===== src/rtl/lut_func_engine.sv =====
// lut_func_engine: programmable N_IN-input boolean function unit.
// The function lives in a 2**N_IN-bit truth table; bit i holds f(vec == i).
// Vectors flow through a two-stage valid/ready pipeline. The table is reloaded
// through a chunked config handshake into a shadow copy, then committed in one cycle.
// Optional feature macro: LUT_HIT_COUNT_EN enables the saturating hit counter;
// without it hit_count is tied to zero.
//
// state     | meaning
// ----------+-----------------------------------------------------------
// ST_IDLE   | no load in progress; cfg_valid ignored
// ST_LOAD   | collecting beats into shadow, lowest chunk first
// ST_COMMIT | one cycle: shadow copied to active table, cfg_done pulsed

module lut_func_engine #(
    parameter int                      N_IN        = 4,
    parameter int                      CFG_W       = 8,
    parameter logic [(2**N_IN)-1:0]    RESET_TABLE = 16'hAA45,
    parameter int                      CNT_W       = 16
) (
    input  logic             clk,
    input  logic             rst_n,
    input  logic             in_valid,
    output logic             in_ready,
    input  logic [N_IN-1:0]  in_vec,
    output logic             out_valid,
    input  logic             out_ready,
    output logic             out_f,
    output logic [N_IN-1:0]  out_vec,
    input  logic             cfg_start,
    input  logic             cfg_valid,
    output logic             cfg_ready,
    input  logic [CFG_W-1:0] cfg_data,
    output logic             cfg_busy,
    output logic             cfg_done,
    output logic [CNT_W-1:0] hit_count
);

    localparam int TABLE_W = 2**N_IN;
    localparam int BEATS   = TABLE_W / CFG_W;
    localparam int K_W     = (BEATS > 1) ? $clog2(BEATS) : 1;

    typedef enum logic [1:0] {
        ST_IDLE   = 2'd0,
        ST_LOAD   = 2'd1,
        ST_COMMIT = 2'd2
    } cfg_state_e;

    cfg_state_e                    state_q, state_d;
    logic [K_W-1:0]                k_q, k_d;
    logic [BEATS-1:0][CFG_W-1:0]   shadow_q, shadow_d;
    logic [TABLE_W-1:0]            active_q, active_d;

    logic                          s1_valid_q, s1_valid_d;
    logic [N_IN-1:0]               s1_vec_q, s1_vec_d;
    logic                          out_valid_q, out_valid_d;
    logic [N_IN-1:0]               out_vec_q, out_vec_d;
    logic                          out_f_q, out_f_d;
    logic                          adv;

    // Pipeline advance: both stages move together whenever the output slot frees up.
    // The lookup uses the active table of the advancing cycle, so a commit edge
    // still evaluates with the old table.
    always_comb begin
        adv         = ~out_valid_q | out_ready;
        s1_valid_d  = s1_valid_q;
        s1_vec_d    = s1_vec_q;
        out_valid_d = out_valid_q;
        out_vec_d   = out_vec_q;
        out_f_d     = out_f_q;
        if (adv) begin
            s1_valid_d  = in_valid;
            if (in_valid) begin
                s1_vec_d = in_vec;
            end
            out_valid_d = s1_valid_q;
            out_vec_d   = s1_vec_q;
            out_f_d     = active_q[s1_vec_q];
        end
    end

    // Pipeline registers.
    always_ff @(posedge clk or negedge rst_n) begin
        if (!rst_n) begin
            s1_valid_q  <= 1'b0;
            s1_vec_q    <= '0;
            out_valid_q <= 1'b0;
            out_vec_q   <= '0;
            out_f_q     <= 1'b0;
        end else begin
            s1_valid_q  <= s1_valid_d;
            s1_vec_q    <= s1_vec_d;
            out_valid_q <= out_valid_d;
            out_vec_q   <= out_vec_d;
            out_f_q     <= out_f_d;
        end
    end

    assign in_ready  = adv;
    assign out_valid = out_valid_q;
    assign out_vec   = out_vec_q;
    assign out_f     = out_f_q;

    // Config FSM next-state and outputs. A start in LOAD restarts at chunk 0 and
    // drops any beat presented alongside it; a start in COMMIT is ignored.
    always_comb begin
        state_d   = state_q;
        k_d       = k_q;
        shadow_d  = shadow_q;
        active_d  = active_q;
        cfg_ready = 1'b0;
        cfg_busy  = 1'b0;
        cfg_done  = 1'b0;
        case (state_q)
            ST_IDLE: begin
                if (cfg_start) begin
                    state_d = ST_LOAD;
                    k_d     = '0;
                end
            end
            ST_LOAD: begin
                cfg_ready = 1'b1;
                cfg_busy  = 1'b1;
                if (cfg_start) begin
                    k_d = '0;
                end else if (cfg_valid) begin
                    shadow_d[k_q] = cfg_data;
                    if (k_q == K_W'(BEATS - 1)) begin
                        state_d = ST_COMMIT;
                    end else begin
                        k_d = k_q + K_W'(1);
                    end
                end
            end
            ST_COMMIT: begin
                cfg_busy = 1'b1;
                cfg_done = 1'b1;
                active_d = shadow_q;
                k_d      = '0;
                state_d  = ST_IDLE;
            end
            default: begin
                state_d = ST_IDLE;
                k_d     = '0;
            end
        endcase
    end

    // Config state, beat index, shadow and active tables.
    always_ff @(posedge clk or negedge rst_n) begin
        if (!rst_n) begin
            state_q  <= ST_IDLE;
            k_q      <= '0;
            shadow_q <= '0;
            active_q <= RESET_TABLE;
        end else begin
            state_q  <= state_d;
            k_q      <= k_d;
            shadow_q <= shadow_d;
            active_q <= active_d;
        end
    end

`ifdef LUT_HIT_COUNT_EN
    logic [CNT_W-1:0] hit_q, hit_d;

    // Hit counter: saturating count of delivered ones; a commit clears it and
    // takes priority over a simultaneous hit.
    always_comb begin
        hit_d = hit_q;
        if (state_q == ST_COMMIT) begin
            hit_d = '0;
        end else if (out_valid_q && out_ready && out_f_q && !(&hit_q)) begin
            hit_d = hit_q + CNT_W'(1);
        end
    end

    // Hit counter register.
    always_ff @(posedge clk or negedge rst_n) begin
        if (!rst_n) begin
            hit_q <= '0;
        end else begin
            hit_q <= hit_d;
        end
    end

    assign hit_count = hit_q;
`else
    assign hit_count = '0;
`endif

endmodule

===== config.mk =====
export PLATFORM = sky130hd
export DESIGN_NAME = lut_func_engine
export DESIGN_NICKNAME = d
export VERILOG_FILES = /design/src/rtl/lut_func_engine.sv
export SDC_FILE = /design/constraint.sdc
export NUM_CORES = 1
export LEC_CHECK = 0
export BUFFER_PORTS_ARGS = -buffer_cell sky130_fd_sc_hd__buf_2
export CORE_MARGIN = 5
export CORE_UTILIZATION = 30
export DETAILED_ROUTE_END_ITERATION = 8
export HOLD_SLACK_MARGIN = 0.06
export PLACE_DENSITY = 0.59
export SLEW_MARGIN = 40
export SYNTH_ARGS = -nofsm -noshare
export SYNTH_HDL_FRONTEND = slang
export SYNTH_SLANG_ARGS = --single-unit

===== constraint.sdc =====
create_clock -name clk -period 4.03 [get_ports clk]
set_clock_uncertainty 0.05 [all_clocks]
set_input_delay 0.6045 -clock clk [delete_from_list [all_inputs] [get_ports clk]]
set_output_delay 0.6045 -clock clk [all_outputs]
set_load 0.05 [all_outputs]

==> run_results.csv <==
group,metric,value,unit
logic_synthesis,ys_seq_area_frac,0.554,
layout,final_common_cell,"dfrtp_1",
timing,hold_viol_final,0,
logic_synthesis,syn_inst,157,
logic_synthesis,ys_ff_latch,46,
logic_synthesis,ys_warn_count,0,
layout,instances_no_fill,282,
floorplan,dieArea,8750,sq um
grt,antenna_found_initial,0,
worst_setup_path,crit_chain,"inv_1, ha_1, buf_2",
pwr,vdd_drop_max,420,uV
layout,drive_above_1_share,0.462,
detailed_routing,drc,0,
cts,hold_buffers,0,
grt,track_usage,0.0894,
place,place_congestion,0.738,
worst_setup_path,start_kind,"register",
layout,n_fill_cell,681,
layout,final_util,0.348,
place,portBuffers,27,
grt,grt_pass1_wl,6020,um
layout,n_antenna_cell,0,
cts,cts_tree,"done",
floorplan,die_h,93.6,um
timing,fmax,395,MHz
place,hpwl,2530,um
layout,syn2layout_area_growth,12.9,%
logic_synthesis,synth_area,2090,sq um
worst_setup_path,crit_fanout,17,
detailed_routing,first_pass_iters,5,
floorplan,fp.dieW,93.6,um
detailed_routing,routed_via_density,4.20,
floorplan,core,6790,sq um
grt,gr-total-overflow,0,
detailed_routing,wl,3510,um
worst_setup_path,cp_slowest_cell,"ha_1",
cts,cts_buffers,5,
floorplan,fp-row-count,30,
timing,tightest_slew,0.791,ns
status,status,"completed",
layout,final_cell_mix,"39 x dfrtp_1, 38 x mux2_2, 26 x buf_2",
timing,setup_tns,0,ns
floorplan,start_util,0.308,
timing,rsz0062_at_grt,"no",
worst_hold_path,hold_class,"input port to asynchronous set/reset pin",
floorplan,io_pins,44,
grt,grt_pass1_vias,1195,
grt,grt_max_degree,47,
worst_setup_path,cp.arrival,1.88,ns
cts,htree_levels,2,
detailed_routing,num_vias,1183,
cts,cts_resized,0,
cts,clk_pin_slew,0.09,ns
place,place_inst,274,
timing,slew_headroom,0.473,
worst_setup_path,r2r-start,"state_q[1]$_DFFE_PN0P_",
worst_setup_path,cp.required,3.38,ns
worst_setup_path,crit_type,"register to output port",
pwr,power.density,720,nW/um^2
logic_synthesis,avgSynthCellArea,13.3,sq um
worst_setup_path,worst_path_largest_cell_delay,0.68,ns
job,drv_cap,0,
cts,clock_path_buffers,2,
logic_synthesis,synthDistinctLibCells,26,
cts,cts.sinks,46,
pwr,power_leakage,1.12,nW
timing,fin_crit,2.53,ns
cts,postCtsSetupRepairBufs,0,
logic_synthesis,synth-edff-count,0,
logic_synthesis,async_flop_share,1.00,
timing,drv_slew,0,
detailed_routing,wire_per_inst,12.4,um
timing,finalCritPeriodShare,0.628,
cts,cts-root-buf,"clkbuf_8",
worst_setup_path,regToRegSetupSlack,2.25,ns
logic_synthesis,ys.flop_type,"dfrtp_1",
cts,clk_latency,0.30,ns
timing,setup_viol,0,
detailed_routing,final_antenna_net_count,0,
worst_setup_path,r2r.worst_path.cells,4,
worst_setup_path,end_kind,"output port",
layout,nNetsFinal,207,
worst_setup_path,r2r_end,"shadow_q[7]$_DFFE_PN0P_",
detailed_routing,drt_iter0_drc,46,
## area by class of cell
type	count	area [sq um]	share of cell area
clock inverter	1	8.76	0.00370
clock buffer	7	96.3	0.0407
inverter	6	22.5	0.00952
sequential	46	1160	0.490
multi-input combinational	99	820	0.347
timing repair buffer	27	138	0.0582
tap	96	120	0.0508
## sequential cells by signal, indices dropped and copies added (netlist names)
| register | cells |
|---|---|
| k_q | 1 |
| state_q | 2 |
| shadow_q | 16 |
| s1_vec_q | 4 |
| out_f | 1 |
| active_q | 16 |
| s1_valid_q | 1 |
| out_vec | 4 |
| out_valid | 1 |
## cells by family (layout without fill, tap and decap cells)
family	after synthesis	after routing	share of synthesized area
compound gates	5	5	0.0167
fa+ha+maj	4	4	0.0239
buf+inv	27	41	0.0818
flops	46	46	0.554
mux	45	45	0.250
other cells	1	16	0.00179
simple gates	29	29	0.0723
## worst max-delay path: cells and delay by family, from the launching register on
kind,cells,cell delay (ns)
adder cells (fa/ha/maj),1,0.68
buffers and inverters,2,0.48
flip-flops,1,0.42
## how the worst max path moves through the flow
stage,startpoint,to,cells after the start
2_1_floorplan,state_q[0]$_DFFE_PN0P_,active_q[10]$_DFFE_PN0P_,5
3_3_place_gp,out_ready,in_ready,4
3_5_place_dp,out_ready,in_ready,4
4_1_cts,state_q[0]$_DFFE_PN0P_,cfg_done,3
5_1_grt,state_q[0]$_DFFE_PN0P_,cfg_done,3
6_report,state_q[0]$_DFFE_PN0P_,cfg_done,3
## synthesized netlist by cell type, types with 3 or more instances
master,number,area share
inv_1,4,0.0072
ha_1,4,0.024
nand3_1,3,0.0072
mux2_2,38,0.20
dfstp_2,7,0.088
buf_4,16,0.057
dfrtp_1,39,0.47
mux2i_1,5,0.024
nand2_1,17,0.030
## stage by stage
| stage | power, mW | setup slack (ns) | hold WS (ns) | instance area [sq um] |
|---|---|---|---|---|
| after floorplan | 1.30 | 2.03 | 0.259 | 2150 |
| after global placement | 1.39 | 1.83 | 0.395 | 2260 |
| after detailed placement | 1.41 | 1.79 | 0.397 | 2260 |
| after CTS | 1.73 | 1.47 | 0.257 | 2360 |
| after global routing | 1.83 | 1.36 | 0.274 | 2360 |
| final | 1.70 | 1.50 | 0.242 | 2360 |
## routing by layer
metal / vias up / wire length (um) / track usage
met5: - / 0 / 0
met4: 0 / 70 / 0.0433
met3: 8 / 264 / 0.0241
met2: 44 / 1450 / 0.121
met1: 576 / 1730 / 0.130
li1: 555 / - / -
## power breakdown
part           internal (mW)  switching (mW)
combinational          0.281           0.331
clock                  0.157           0.152
sequential             0.669           0.112
No activity file was read; power rests on OpenSTA's default activity.
